**src/rtl/fetch_pkg.sv**
```systemverilog
// Types and constants shared between the fetch and decode stages:
// FSM encoding, the canonical NOP, and the IF/DE pipeline register layout.
package fetch_pkg;

  localparam int unsigned XLEN = 32;

  // addi x0, x0, 0
  localparam logic [XLEN-1:0] NOP_INST = 32'h0000_0013;

  typedef enum logic [1:0] {
    BOOT = 2'd0,
    RUN  = 2'd1,
    HALT = 2'd2
  } fetch_state_e;

  typedef struct packed {
    logic [XLEN-1:0] inst;
    logic [XLEN-1:0] pc;
    logic            err;
  } if_de_t;

  function automatic logic [XLEN-1:0] word_align(input logic [XLEN-1:0] addr);
    return {addr[XLEN-1:2], 2'b00};
  endfunction

endpackage

```
**src/rtl/fetch_unit.sv**
```systemverilog
// RV32 instruction fetch stage: PC register, inst_mem address, and IF/DE
// register offered to decode over valid/ready, with redirect, halt and range flag.
module fetch_unit
  import fetch_pkg::*;
#(
  parameter int unsigned     REG_SIZE       = 32,
  parameter int unsigned     MEM_SIZE_IN_KB = 1,
  parameter logic [31:0]     RESET_PC       = 32'h0000_0000
) (
  input  logic                clk_i,
  input  logic                rst_ni,
  output logic [REG_SIZE-1:0] addr_o,
  input  logic [REG_SIZE-1:0] inst_i,
  input  logic                redirect_i,
  input  logic [REG_SIZE-1:0] redirect_pc_i,
  input  logic                halt_i,
  output logic                out_valid_o,
  input  logic                out_ready_i,
  output logic [REG_SIZE-1:0] out_inst_o,
  output logic [REG_SIZE-1:0] out_pc_o,
  output logic                out_err_o,
  output logic                misalign_o
);

  localparam logic [REG_SIZE-1:0] MEM_BYTES = REG_SIZE'(MEM_SIZE_IN_KB * 1024);
  localparam logic [REG_SIZE-1:0] PC_STEP   = REG_SIZE'(4);

  localparam if_de_t IF_DE_RESET = '{inst: NOP_INST, pc: '0, err: 1'b0};

  fetch_state_e        state_q, state_d;
  logic [REG_SIZE-1:0] pc_q, pc_d;
  if_de_t              if_de_q, if_de_d;
  logic                valid_q, valid_d;
  logic                misalign_q, misalign_d;
  logic                fire;
  logic                out_of_range;

  // Next-state, PC and IF/DE register update; redirect outranks everything.
  always_comb begin
    state_d      = state_q;
    pc_d         = pc_q;
    if_de_d      = if_de_q;
    valid_d      = valid_q;
    misalign_d   = 1'b0;
    out_of_range = (pc_q >= MEM_BYTES);
    fire         = (state_q == RUN) && !halt_i && !redirect_i
                   && (!valid_q || out_ready_i);

    case (state_q)
      BOOT:    state_d = RUN;
      RUN:     if (halt_i && !redirect_i) state_d = HALT;
               else                       state_d = RUN;
      HALT:    if (redirect_i) state_d = RUN;
               else            state_d = HALT;
      default: state_d = BOOT;
    endcase

    if (redirect_i) begin
      pc_d       = word_align(redirect_pc_i);
      valid_d    = 1'b0;
      misalign_d = |redirect_pc_i[1:0];
    end else if (fire) begin
      if_de_d.inst = out_of_range ? NOP_INST : inst_i;
      if_de_d.pc   = pc_q;
      if_de_d.err  = out_of_range;
      valid_d      = 1'b1;
      pc_d         = pc_q + PC_STEP;
    end else if (valid_q && out_ready_i) begin
      valid_d = 1'b0;
    end else begin
      valid_d = valid_q;
    end
  end

  // State, PC and IF/DE registers.
  always_ff @(posedge clk_i or negedge rst_ni) begin
    if (!rst_ni) begin
      state_q    <= BOOT;
      pc_q       <= RESET_PC;
      if_de_q    <= IF_DE_RESET;
      valid_q    <= 1'b0;
      misalign_q <= 1'b0;
    end else begin
      state_q    <= state_d;
      pc_q       <= pc_d;
      if_de_q    <= if_de_d;
      valid_q    <= valid_d;
      misalign_q <= misalign_d;
    end
  end

  assign addr_o      = pc_q;
  assign out_valid_o = valid_q;
  assign out_inst_o  = if_de_q.inst;
  assign out_pc_o    = if_de_q.pc;
  assign out_err_o   = if_de_q.err;
  assign misalign_o  = misalign_q;

endmodule

```
**config.mk**
```make
export PLATFORM = sky130hd
export DESIGN_NAME = fetch_unit
export DESIGN_NICKNAME = d
export VERILOG_FILES = /design/src/rtl/fetch_pkg.sv /design/src/rtl/fetch_unit.sv
export SDC_FILE = /design/constraint.sdc
export NUM_CORES = 1
export LEC_CHECK = 0
export BUFFER_PORTS_ARGS = -buffer_cell sky130_fd_sc_hd__buf_2
export CAP_MARGIN = 20
export CORE_UTILIZATION = 53
export CTS_CLUSTER_SIZE = 28
export DETAILED_ROUTE_END_ITERATION = 6
export PLACE_DENSITY = 0.85
export SYNTH_ARGS = -nofsm -noshare
export SYNTH_HDL_FRONTEND = slang
export SYNTH_SLANG_ARGS = --single-unit
```
**constraint.sdc**
```tcl
create_clock -name clk_i -period 2.9 [get_ports clk_i]
set_input_delay 0.58 -clock clk_i [delete_from_list [all_inputs] [get_ports clk_i]]
set_output_delay 0.58 -clock clk_i [all_outputs]
set_load 0.02 [all_outputs]
```
==> results.sh <==
export IMPL_crit_fanout=10
export IMPL_fin_nets=699
export IMPL_cts_clk_slew_worst_paths_ns=0.11
export IMPL_hold_violations=0
export IMPL_drive_gt1_share_pct=31.1
export IMPL_synthMuxAreaShare_pct=0.221
export IMPL_crit_family="simple AND/OR/NAND/NOR gates"
export IMPL_synth_main_ff_cell="dfrtp_1"
export IMPL_post_cts_buffers=0
export IMPL_postSynthAreaPerCell_um2=9.47
export IMPL_overflow=0
export IMPL_ys_ff_latch=97
export IMPL_dpl_hpwl_mm=8.76
export IMPL_drtPass1Iterations=5
export IMPL_crit_chain="nor3b_1 > nand3_1 > or4_1 > a31oi_1"
export IMPL_grt_max_degree=67
export IMPL_chipWidth_um=94.4
export IMPL_yosysMostFrequentCell="nand2_1"
export IMPL_yosysSeqAreaShare_pct=53.7
export IMPL_syn_inst=478
export IMPL_synth_cell_area_mm2=0.00452
export IMPL_fin_skew_ns=0.0165
export IMPL_status="completed"
export IMPL_maxCapViolCount=0
export IMPL_synth_xor_area_share_pct=1.16
export IMPL_slew_headroom_pct=53.5
export IMPL_ctsHoldBuffers=0
export IMPL_dieHeight_um=94.4
export IMPL_synth_compound_area_share_pct=14.3
export IMPL_drc_errors=0
export IMPL_fillers=675
export IMPL_cp_startpoint="state_q[1]"
export IMPL_setup_viol=0
export IMPL_worstSetupStartpointType="flip-flop"
export IMPL_start_util_pct=54.8
export IMPL_vias=4296
export IMPL_hp_class="input pin to async pin"
export IMPL_clock_fmax_mhz=448
export IMPL_finalCritPeriodShare_pct=76.9
export IMPL_path_buf_inv=0
export IMPL_worst_slew_pin_slew_ns=0.697
export IMPL_post_place_ws_ns=0.524
export IMPL_clk_latency_ns=0.37
export IMPL_port_buffers=163
export IMPL_routabilityCongestion=0.913
export IMPL_synth_edf_count=0
export IMPL_p_leak_nw=2.82
export IMPL_htreeDepth=3
export IMPL_yosys_top_cells_area="dfrtp_1 52%, nand2_1 8.5%, a22o_1 5.6%"
export IMPL_cts_tree="yes"
export IMPL_layout_setup_ws_ns=0.669
export IMPL_grt_pass1_wl_mm=19.3
export IMPL_synth_simple_gate_area_share_pct=25.6
export IMPL_grt_pass1_vias=3869
export IMPL_cts_root_buf="clkbuf_8"
export IMPL_crit_type="flip-flop to flip-flop"
export IMPL_ir_drop_mv=0.364
export IMPL_period_minus_slack_ns=2.23
export IMPL_cts_buffers_inserted=9
export IMPL_cellPowerDensity_mw_per_mm2=604
export IMPL_clock_sinks=97
export IMPL_area_growth_synth_to_final_pct=24.2
export IMPL_tns_ns=0
export IMPL_yosys_area_share_adder_pct=0.553
export IMPL_r2r_start="state_q[1]"
export IMPL_antenna_cells=0
export IMPL_wirelength_mm=12.5
export IMPL_ant_nets=0
export IMPL_final_max_slew_violation_count=0
export IMPL_track_usage_pct=28.4
export IMPL_critPathCaptureType="flip-flop"
export IMPL_yosysTopAreaCell="dfrtp_1"
export IMPL_core_mm2=0.00826
export IMPL_cts_buffer_depth=2
export IMPL_first_iter_violations=333
export IMPL_worstPathArrival_ns=2.51
export IMPL_ys_async_sr_fraction_pct=100
export IMPL_rsz0062_at_grt="no"
export IMPL_synth_top_cell_area_share_pct=52.0
export IMPL_critPathMaxStageDelay_ns=0.62
export IMPL_cts_resized=0
export IMPL_post_drt_via_cell_ratio=5.82
export IMPL_antenna_found_initial=0
export IMPL_yosysWarnings=0
export IMPL_cp_required_ns=3.18
export IMPL_rows=33
export IMPL_crit_slowest_cell="or4_1"
export IMPL_wl_per_cell_um=16.9
export IMPL_die_area_mm2=0.00891
export IMPL_synth_common_cells="102 x nand2_1, 94 x dfrtp_1, 29 x a22o_1, 29 x nor2_1"
export IMPL_synth_top_family_by_area="simple AND/OR/NAND/NOR gates"
export IMPL_io_pins=168
export IMPL_synth_cell_types=49
[power breakdown]
| group | total (mW) | switching, mW | internal, mW |
|---|---|---|---|
| logic | 0.851 | 0.561 | 0.290 |
| registers | 1.69 | 0.160 | 1.53 |
| clock network | 0.852 | 0.508 | 0.344 |
[cells by family after synthesis]
family,Yosys count
xor gates and xnor gates,6
and+or+nand+nor,233
other,1
buffers and inverters,48
DFF,97
adders and majority gates,2
muxes,1
AOI/OAI and AO/OA,90
[registers in the layout, indices dropped and copies added, names as in the netlist]
| signal | count |
|---|---|
| out_inst_o | 32 |
| misalign_o | 1 |
| out_valid_o | 1 |
| out_err_o | 1 |
| state_q | 2 |
| addr_o | 30 |
| out_pc_o | 30 |
[layer usage]
| metal | global-route usage [%] | part of all wire (%) |
|---|---|---|
| met5 | 0 | 0 |
| met1 | 38.4 | 42 |
| met2 | 46.8 | 50 |
| met3 | 4.43 | 7.1 |
| met4 | 9.23 | 1.7 |
[stage by stage]
step | std cells | total power, mW | hold slack [ns] | utilization (%) | instance area, µm²
floorplan | 481 | 2.21 | 0.284 | - | 4540
global placement | 722 | 2.54 | 0.452 | 65.8 | 5430
detailed placement | 722 | 2.57 | 0.457 | 65.8 | 5430
CTS | 738 | 3.42 | 0.156 | 68.1 | 5620
global route | 738 | 3.57 | 0.177 | 68.1 | 5620
finish | 738 | 3.40 | 0.151 | 68.1 | 5620
[worst reg2reg max path, cell delays in order, from the launching register on]
cell	delay [ns]
dfrtp_1	0.44
nor3b_1	0.51
nand3_1	0.41
or4_1	0.62
a31oi_1	0.18
[final cells by class]
class	count	area, µm²	share of cell area, %
multi-input cells	336	1920	34.2
well taps	105	131	2.34
clock inverters	6	50.0	0.890
inverters	11	41.3	0.735
flip-flops and latches	97	2430	43.3
repair buffers	173	906	16.1
clock buffers	10	138	2.45
[worst paths after layout]
kind / endpoint / depth (start not counted) / slack (ns)
worst min-delay path: out_inst_o[30] / 1 / 0.15
max in group asynchronous: out_pc_o[31] / 2 / 2.04
worst max-delay path: addr_o[15] / 4 / 0.67
worst min register to register: out_pc_o[13] / 2 / 0.48
worst max register to register: addr_o[15] / 4 / 0.67
min in group clk_i: out_inst_o[1] / 3 / 0.40
[cell usage in the layout (no fill, tap or decap), types with 4 or more instances in the layout]
cell | synthesis | layout
a21oi_1 | 8 | 8
a22o_1 | 29 | 29
a22oi_1 | 4 | 4
a31oi_1 | 9 | 9
and4_1 | 8 | 8
buf_2 | 2 | 162
buf_4 | 4 | 10
clkbuf_8 | 0 | 10
clkinvlp_4 | 0 | 4
conb_1 | 1 | 4
dfrtp_1 | 94 | 94
inv_1 | 10 | 10
nand2_1 | 102 | 102
nand3_1 | 28 | 27
nand4_1 | 14 | 14
nor2_1 | 29 | 29
nor2b_1 | 7 | 7
nor4_1 | 7 | 7
o211ai_1 | 6 | 6
o21ai_0 | 18 | 18
o31ai_1 | 9 | 9
or3_1 | 4 | 4
or4_1 | 14 | 14
Note: power is estimated with default switching activity, not from simulation.
